[src/rtl/reorder_buffer_pkg.sv]
// Shared tag width and entry-type encodings for the reorder buffer.
package reorder_buffer_pkg;
   localparam int ROB_WIDTH_BIT = 4;

   typedef enum logic [1:0] {
      ROB_TYPE_REG    = 2'd0,
      ROB_TYPE_STORE  = 2'd1,
      ROB_TYPE_BRANCH = 2'd2
   } rob_type_e;
endpackage

[src/rtl/reorder_buffer_query_port.sv]
// Operand lookup for one register-file read: stored entry value, with the
// CDB broadcast bypassing it when the tags match.
module rob_query_port
   import reorder_buffer_pkg::*;
#(
   parameter int W = ROB_WIDTH_BIT
) (
   input  logic [W-1:0]        tag_i,
   input  logic [(1<<W)-1:0]   busy_i,
   input  logic [(1<<W)-1:0]   ready_i,
   input  logic [31:0]         val_i [1<<W],
   input  logic                cdb_valid_i,
   input  logic [W-1:0]        cdb_rob_id_i,
   input  logic [31:0]         cdb_val_i,
   output logic                ready_o,
   output logic [31:0]         value_o
);
   logic bypass;

   always_comb begin
      bypass  = cdb_valid_i && (cdb_rob_id_i == tag_i);
      ready_o = bypass || (busy_i[tag_i] && ready_i[tag_i]);
      value_o = bypass ? cdb_val_i : val_i[tag_i];
   end
endmodule

[src/rtl/reorder_buffer.sv]
// Circular in-order reorder buffer: tag allocation, CDB capture, operand
// queries and single-entry commit. Define ROB_STAT_EN for commit/flush counters.
module reorder_buffer
   import reorder_buffer_pkg::*;
#(
   parameter int W = ROB_WIDTH_BIT
) (
   input  logic          clk_in,
   input  logic          rst_in,
   input  logic          rdy_in,
   input  logic          issue_valid,
   input  logic [1:0]    issue_type,
   input  logic [4:0]    issue_rd,
   input  logic          issue_ready,
   input  logic [31:0]   issue_val,
   input  logic [31:0]   issue_pc,
   input  logic          issue_pred_taken,
   output logic          full,
   output logic [W-1:0]  issue_rob_id,
   output logic [4:0]    set_dep_reg_id,
   output logic [W-1:0]  set_dep_rob_id,
   input  logic          cdb_valid,
   input  logic [W-1:0]  cdb_rob_id,
   input  logic [31:0]   cdb_val,
   input  logic          cdb_taken,
   input  logic [31:0]   cdb_target,
   input  logic [W-1:0]  get_rob_id1,
   input  logic [W-1:0]  get_rob_id2,
   output logic          rob_value1_ready,
   output logic [31:0]   rob_value1,
   output logic          rob_value2_ready,
   output logic [31:0]   rob_value2,
   output logic [4:0]    set_reg_id,
   output logic [31:0]   set_val,
   output logic [W-1:0]  set_reg_on_rob_id,
   output logic          store_commit,
   output logic [W-1:0]  head_rob_id,
   output logic          rob_clear,
`ifdef ROB_STAT_EN
   output logic [31:0]   stat_commit_cnt,
   output logic [31:0]   stat_flush_cnt,
`endif
   output logic [31:0]   clear_pc
);
   localparam int DEPTH = 1 << W;

   logic [W-1:0]   head_q, head_d, tail_q, tail_d;
   logic [W:0]     count_q, count_d;
   logic [DEPTH-1:0] busy_q, ready_q, pred_q, taken_q;
   rob_type_e      type_q   [DEPTH];
   logic [4:0]     rd_q     [DEPTH];
   logic [31:0]    val_q    [DEPTH];
   logic [31:0]    pc_q     [DEPTH];
   logic [31:0]    target_q [DEPTH];

   logic commit, issue_accept, cdb_hit;

   always_comb begin
      full         = (count_q == (W+1)'(DEPTH));
      commit       = rdy_in && (count_q != '0) && busy_q[head_q] && ready_q[head_q];
      rob_clear    = commit && (type_q[head_q] == ROB_TYPE_BRANCH) &&
                     (taken_q[head_q] != pred_q[head_q]);
      issue_accept = rdy_in && issue_valid && !full && !rob_clear;
      cdb_hit      = rdy_in && cdb_valid && busy_q[cdb_rob_id] && !rob_clear;

      set_reg_id   = (commit && type_q[head_q] == ROB_TYPE_REG) ? rd_q[head_q] : 5'd0;
      set_val      = commit ? val_q[head_q] : 32'd0;
      store_commit = commit && (type_q[head_q] == ROB_TYPE_STORE);
      clear_pc     = '0;
      if (rob_clear)
         clear_pc = taken_q[head_q] ? target_q[head_q] : pc_q[head_q] + 32'd4;

      set_dep_reg_id = (rdy_in && issue_valid && issue_type == ROB_TYPE_REG) ? issue_rd : 5'd0;
      set_dep_rob_id    = tail_q;
      issue_rob_id      = tail_q;
      set_reg_on_rob_id = head_q;
      head_rob_id       = head_q;

      head_d  = head_q + W'(commit);
      tail_d  = tail_q + W'(issue_accept);
      count_d = count_q + (W+1)'(issue_accept) - (W+1)'(commit);
      if (rob_clear) begin
         head_d  = '0;
         tail_d  = '0;
         count_d = '0;
      end
   end

   always_ff @(posedge clk_in or negedge rst_in) begin
      if (!rst_in) begin
         head_q  <= '0;
         tail_q  <= '0;
         count_q <= '0;
         busy_q  <= '0;
         ready_q <= '0;
         pred_q  <= '0;
         taken_q <= '0;
         for (int i = 0; i < DEPTH; i++) begin
            type_q[i]   <= ROB_TYPE_REG;
            rd_q[i]     <= '0;
            val_q[i]    <= '0;
            pc_q[i]     <= '0;
            target_q[i] <= '0;
         end
      end else if (rdy_in) begin
         head_q  <= head_d;
         tail_q  <= tail_d;
         count_q <= count_d;
         if (rob_clear) begin
            busy_q  <= '0;
            ready_q <= '0;
         end else begin
            if (commit) begin
               busy_q[head_q]  <= 1'b0;
               ready_q[head_q] <= 1'b0;
            end
            if (issue_accept) begin
               busy_q[tail_q]   <= 1'b1;
               ready_q[tail_q]  <= issue_ready;
               type_q[tail_q]   <= rob_type_e'(issue_type);
               rd_q[tail_q]     <= issue_rd;
               val_q[tail_q]    <= issue_val;
               pc_q[tail_q]     <= issue_pc;
               pred_q[tail_q]   <= issue_pred_taken;
               taken_q[tail_q]  <= 1'b0;
               target_q[tail_q] <= '0;
            end
            // Only busy tags capture; a tag allocated this cycle is not yet busy.
            if (cdb_hit) begin
               ready_q[cdb_rob_id]  <= 1'b1;
               val_q[cdb_rob_id]    <= cdb_val;
               taken_q[cdb_rob_id]  <= cdb_taken;
               target_q[cdb_rob_id] <= cdb_target;
            end
         end
      end
   end

`ifdef ROB_STAT_EN
   logic [31:0] commit_cnt_q, flush_cnt_q;
   always_ff @(posedge clk_in or negedge rst_in) begin
      if (!rst_in) begin
         commit_cnt_q <= '0;
         flush_cnt_q  <= '0;
      end else begin
         if (commit)    commit_cnt_q <= commit_cnt_q + 32'd1;
         if (rob_clear) flush_cnt_q  <= flush_cnt_q + 32'd1;
      end
   end
   assign stat_commit_cnt = commit_cnt_q;
   assign stat_flush_cnt  = flush_cnt_q;
`endif

   rob_query_port #(.W(W)) u_query1 (
      .tag_i(get_rob_id1), .busy_i(busy_q), .ready_i(ready_q), .val_i(val_q),
      .cdb_valid_i(cdb_valid), .cdb_rob_id_i(cdb_rob_id), .cdb_val_i(cdb_val),
      .ready_o(rob_value1_ready), .value_o(rob_value1)
   );

   rob_query_port #(.W(W)) u_query2 (
      .tag_i(get_rob_id2), .busy_i(busy_q), .ready_i(ready_q), .val_i(val_q),
      .cdb_valid_i(cdb_valid), .cdb_rob_id_i(cdb_rob_id), .cdb_val_i(cdb_val),
      .ready_o(rob_value2_ready), .value_o(rob_value2)
   );
endmodule
[config.mk]
export PLATFORM = sky130hd
export DESIGN_NAME = reorder_buffer
export DESIGN_NICKNAME = d
export VERILOG_FILES = /design/src/rtl/reorder_buffer_pkg.sv /design/src/rtl/reorder_buffer_query_port.sv /design/src/rtl/reorder_buffer.sv
export SDC_FILE = /design/constraint.sdc
export NUM_CORES = 2
export LEC_CHECK = 0
export CAP_MARGIN = 5
export CORE_ASPECT_RATIO = 1.75
export CORE_MARGIN = 5
export CORE_UTILIZATION = 45
export DETAILED_ROUTE_END_ITERATION = 12
export HOLD_SLACK_MARGIN = 0.02
export PLACE_DENSITY = 0.67
export SKIP_CTS_REPAIR_TIMING = 1
export SLEW_MARGIN = 20
export SYNTH_ARGS = -nofsm -noshare
export SYNTH_HDL_FRONTEND = slang
export SYNTH_SLANG_ARGS = --single-unit
[constraint.sdc]
create_clock -name clk_in -period 10 [get_ports clk_in]
set_input_delay 2 -clock clk_in [delete_from_list [all_inputs] [get_ports clk_in]]
set_output_delay 2 -clock clk_in [all_outputs]
set_load 0.01 [all_outputs]
Word-level counts from Yosys, hierarchy flattened. Cells that the tools add are included.

Bits in registers: 1725. Bits of input ports: 155. Output and inout port bits: 159. Word-level logic and storage cells: 257.

Add/sub/neg operators: 5. $lt $le $gt $ge: 15. Equal/unequal tests: 6. Muxes and demuxes: 97. Bitwise operators: 15. Reduce and logical (&&, ||, !) cells: 32.

Operator list (number): $mux W512 (8); $bwmux W512 (4); $bmux W32 S4 (5); $mux W32 (17); $and A512 B512 Y512 (1); $not A512 Y512 (1); $mux W16 (17); $demux W32 S4 (2); $bwmux W80 (1); $and A16 B16 Y16 (3); $bwmux W16 (3); $bmux W1 S4 (9); $add A32 B3 Y32 const B (1); $bwmux W32 (1); $not A16 Y16 (2); $or A16 B16 Y16 (2); $mux W5 (6); $ge A5 B5 Y1 const B (5); $lt A4 B5 Y1 const B (5); $not A4 Y5 (5); $logic_and A1 B1 Y1 (23); $bmux W5 S4 (1); $demux W5 S4 (1); $demux W1 S4 (3); other kinds (22) (44).

Longest topological paths before layout.
Depth in word-level cells: 16. Mapped depth: 25. Gate-level depth less buffers: 22.

Hierarchy. A second synthesis with hierarchy kept.

Cell total of the unflattened synthesis: 7676. Area total of the unflattened synthesis: 94006.4 µm².

Modules (own cells, without submodules): reorder_buffer (instances 1, cells an instance 6976, area an instance 85167.9 µm², seq. area each 43166.4 µm²); rob_query_port (instances 2, cells an instance 350, area an instance 4419.2 µm², seq. area each 0.0 µm²).

Least setup slack after synthesis. Ideal clock, no wire load.

Path kind: input-to-output. Start point: in get_rob_id1[0]. End point: out rob_value1[10]. Arrival: 4.427 ns. Data required time: 8.000 ns. Path slack: 3.573 ns. Cell stages on the path: 7. Path buffers: 4. Path through: clkbuf_1 clkbuf_1 buf_1 xor2_1 nor4_1 clkbuf_1 mux2_2.

Cells in the longest elaborated chain, start to end: 5. Elaborated cells on any way between the ends: 7. Those cells by class: 1 x eq/ne; 4 x mux; 1 x bitwise; 1 x reduce/logical.

RTL lines: start, declared (line reorder_buffer.sv:27) `input logic [W-1:0] get_rob_id1,`; $not A4 Y5 (not written as such) (line reorder_buffer_query_port.sv:23) `value_o = bypass ? cdb_val_i : val_i[tag_i];`; $bmux W32 S4 (line reorder_buffer_query_port.sv:23); $mux W32 (not written as such) (2 in series) (line reorder_buffer_query_port.sv:23); $mux W32 (*) (line reorder_buffer_query_port.sv:23); end, declared (line reorder_buffer.sv:30) `output logic [31:0] rob_value1,`.

Every way passes the cells marked *; elsewhere a longest branch is shown, timed or not. The select of a mux whose other input is x is not followed.

Worst setup path after layout.
Start point: reg head_q[1] (netlist: head_rob_id[1]). End point: out clear_pc[31].

Cells in the longest elaborated chain, start to end: 8. Elaborated cells on any way between the ends: 27. Those cells by class: 1 x add/sub; 2 x eq/ne; 19 x mux; 1 x bitwise; 4 x reduce/logical.

RTL lines: start, declared (line reorder_buffer.sv:47) `logic [W-1:0] head_q, head_d, tail_q, tail_d;`; start signal, assigned (line reorder_buffer.sv:91) `head_q <= '0;`; start signal, assigned (line reorder_buffer.sv:106) `head_q <= head_d;`; parallel branches: the longest is 7 deep, another holds $add A32 B3 Y32; $mux W32 (*) (line reorder_buffer.sv:70) `if (rob_clear)`; end, declared (line reorder_buffer.sv:43) `output logic [31:0] clear_pc`.

Mark *: on every way between the ends. The select of a mux whose other input is x is not followed.

==> flow_metrics.env <==
export IMPL_routabilityCongestion=0.892
export IMPL_r2r_cells=22
export IMPL_ys_seq_elements=1725
export IMPL_min_path_cells=2
export IMPL_htreeDepth=4
export IMPL_fin_worst_skew_ns=0.0667
export IMPL_core_rowCount=220
export IMPL_vias=76200
export IMPL_cpPeakStageDelay_ns=1.05
export IMPL_combPwrFrac_pct=33.7
export IMPL_tightest_slew_ns=1.24
export IMPL_yosys_area_top_type_share_pct=46.6
export IMPL_dp_cells=11000
export IMPL_synthFlopType="dfrtp_1"
export IMPL_clk_pin_slew_ns=0.06
export IMPL_fin_crit_ns=8.61
export IMPL_viasPerCell=6.70
export IMPL_worstHoldEndpoint="pc_q[432]$_DFFE_PN0P_"
export IMPL_syn_area_um2=92600
export IMPL_synthCells=8874
export IMPL_design_core_area_um2=205000
export IMPL_synthArstFlopShare_pct=100
export IMPL_holdCritPathClass="reg2reg"
export IMPL_cts_sinks=1725
export IMPL_area_growth_pct=10.8
export IMPL_synth_edf_count=0
export IMPL_wire_per_inst_um=31.0
export IMPL_grt_pass1_vias=76500
export IMPL_cp_start_kind="flip-flop"
export IMPL_dp_slack_ns=1.70
export IMPL_hpwl_mm=194
export IMPL_cp_max_fo=55
export IMPL_synth_area_top_cells="dfrtp_1 (47%), mux4_2 (20%), nand2_1 (12%), a22o_1 (2.5%), a21oi_1 (2.2%)"
export IMPL_clk_latency_ns=0.86
export IMPL_root_buffer="clkbuf_16"
export IMPL_yosys_area_top_type="dfrtp_1"
export IMPL_drive_gt1_share_pct=17.3
export IMPL_fill_cells=17800
export IMPL_cpLargestDelayFamily="buffers and inverters"
export IMPL_die_h_um=610
export IMPL_p_seq_share_pct=39.6
export IMPL_fin_nets=8717
export IMPL_maxCapViolCount=0
export IMPL_grt_busiest_layer="met2"
export IMPL_power_leakage_uw=0.0456
export IMPL_p_total_uw=25200
export IMPL_critPathKind="reg2out"
export IMPL_synthesis_nets=9041
export IMPL_drt_total_wl_mm=353
export IMPL_crit_path_top_delay_cell="dfrtp_4"
export IMPL_synth_common_cells="nand2_1 (2959), dfrtp_1 (1725), mux4_2 (831)"
export IMPL_grt_util_met2_pct=49.8
export IMPL_cts_tree="built"
export IMPL_cp_arrival_ns=6.61
export IMPL_reg2reg_slack_ns=2.94
export IMPL_p_sw_share_pct=35.3
export IMPL_die_area_um2=215000
export IMPL_path_buf_inv=3
export IMPL_avgSynthCellArea_um2=10.4
export IMPL_setup_tns_ns=0
export IMPL_slew_violations=0
export IMPL_ios=314
export IMPL_max_freq_mhz=116
export IMPL_synth_distinct_cells=61
export IMPL_peakVddDrop_uv=215
export IMPL_cell_internal_pwr_uw=16300
export IMPL_cp_required_ns=8.00
export IMPL_status="finished clean"
export IMPL_seqCellArea_um2=43200
export IMPL_cts_buffers=171
export IMPL_p_switching_uw=8900
export IMPL_ant_nets=0
export IMPL_grt_antenna_before_repair=51
export IMPL_layout_cells_non_filler=11400
export IMPL_drc=0
export IMPL_grt_overflow=0
export IMPL_multi_input_area_um2=45500
export IMPL_min_delay_start="pc_q[432]$_DFFE_PN0P_"
export IMPL_cp_end_kind="output pin"
export IMPL_die_w_um=353
export IMPL_rsz0062_at_grt="no"
export IMPL_ctsLongestPathBuffers=3
export IMPL_start_util_pct=45.1
export IMPL_drtIter0Drc=11000
export IMPL_hold_viol=0
export IMPL_crit_chain="buf_4, mux4_2, nor2b_1, nor4_1, nand4_1, or3_4, inv_4, o21ai_0, a21oi_1, clkdlybuf4s50_1"
export IMPL_met1_usage_pct=38.9
export IMPL_port_buffers=313
export IMPL_setup_viol=0
export IMPL_grtUsageTotal_pct=32.0
export IMPL_max_slew_margin_pct=17.4
export IMPL_yosysSeqAreaShare_pct=46.6
export IMPL_drtPass1Iterations=9
export IMPL_postLayoutSetupSlackWorst_ns=1.39
export IMPL_power_density_nw_per_um2=246
export IMPL_grt_pass1_wl_mm=513
export IMPL_r2r_start="head_rob_id[1]$_DFFE_PN0P_"
export IMPL_fin_crit_sh_pct=86.1
export IMPL_yosys_warnings=0
export IMPL_grt_max_degree=205
export IMPL_met3_usage_pct=9.55
export IMPL_power_frac_clock_pct=26.7
export IMPL_synth_most_common_cell="nand2_1"
export IMPL_worstReg2RegEnd="count_q[4]$_DFFE_PN0P_"
## state kept, by name, summed over array words and instances, names as in the netlist, 5 cells and up
name and flops:
ready_q 16, taken_q 16, pc_q 512, count_q 5, target_q 512, pred_q 16, rd_q 80, busy_q 16
type_q 32, val_q 512
## power by group through the flow
stage	clock network (µW)	registers, µW	logic (µW)
detailed placement	0	10000	8350
floorplan	0	9470	5810
finish	6720	9970	8500
global route	7040	10100	8960
CTS	6780	9890	8370
global placement	0	9850	8200
## metal layers
metal  vias to the layer above  wire length (µm)
met1                     38200            118000
met5                         -               254
met3                      1579             46100
met2                      5925            161000
met4                        40             27100
li1                      30400                 -
## worst max path at each step
stage | start | end | cells after the start
CTS | head_rob_id[1]$_DFFE_PN0P_ | clear_pc[31] | 10
detailed placement | rdy_in | clear_pc[31] | 10
finish | head_rob_id[1]$_DFFE_PN0P_ | clear_pc[31] | 10
global placement | rdy_in | clear_pc[30] | 10
floorplan | get_rob_id1[0] | rob_value1[10] | 7
global route | head_rob_id[1]$_DFFE_PN0P_ | clear_pc[31] | 10
## logic make-up (layout without fill, tap and decap cells)
kind of cell	after synthesis	after routing	synth area share, %
multiplexers	1045	1045	22.8
buffers and inverters	991	805	4.72
AO/OA/AOI/OAI	1305	1305	9.34
other	0	27	0
AND/OR/NAND/NOR	3752	3752	16.0
flip-flops	1725	1725	46.6
adder cells (fa/ha/maj)	12	12	0.170
XOR/XNOR	44	44	0.416
## cell type report
cell class                 count  share of cell area [%]
multi-input combinational   6158                    44.4
tap                         2664                    3.25
antenna                       27                  0.0659
timing repair buffer         478                    4.50
clock inverter                57                   0.792
sequential                  1725                    42.1
inverter                      16                  0.0610
clock buffer                 254                    4.88
## through the flow
| stage | area, µm² | utilization, % | hold WS (ns) |
|---|---|---|---|
| 2_1_floorplan | 92600 | - | 0.440 |
| 3_3_place_gp | 96600 | 47.1 | 0.451 |
| 3_5_place_dp | 96600 | 47.1 | 0.459 |
| 4_1_cts | 102000 | 50.0 | 0.474 |
| 5_1_grt | 103000 | 50.0 | 0.481 |
| 6_report | 103000 | 50.0 | 0.472 |
## worst min-delay path, cell delays in order, from the launching register on
cell     delay [ns]
dfrtp_1        0.34
nand2_1        0.05
nand2_1        0.05
## layout by cell type, fill, tap and decap left out, types with 68 or more instances in the layout
master | netlist | final
dfrtp_1 | 1725 | 1721
mux4_2 | 831 | 831
nor2_1 | 504 | 492
clkdlybuf4s50_1 | 0 | 304
buf_4 | 57 | 146
mux2_2 | 144 | 144
a21oi_1 | 402 | 402
nand2_1 | 2959 | 2959
a31oi_1 | 259 | 259
mux2i_1 | 68 | 68
o21ai_1 | 122 | 122
clkbuf_16 | 0 | 171
o2bb2ai_1 | 135 | 135
a22o_1 | 269 | 269
nand3_1 | 118 | 111
Power figures use the tool's default switching activity.
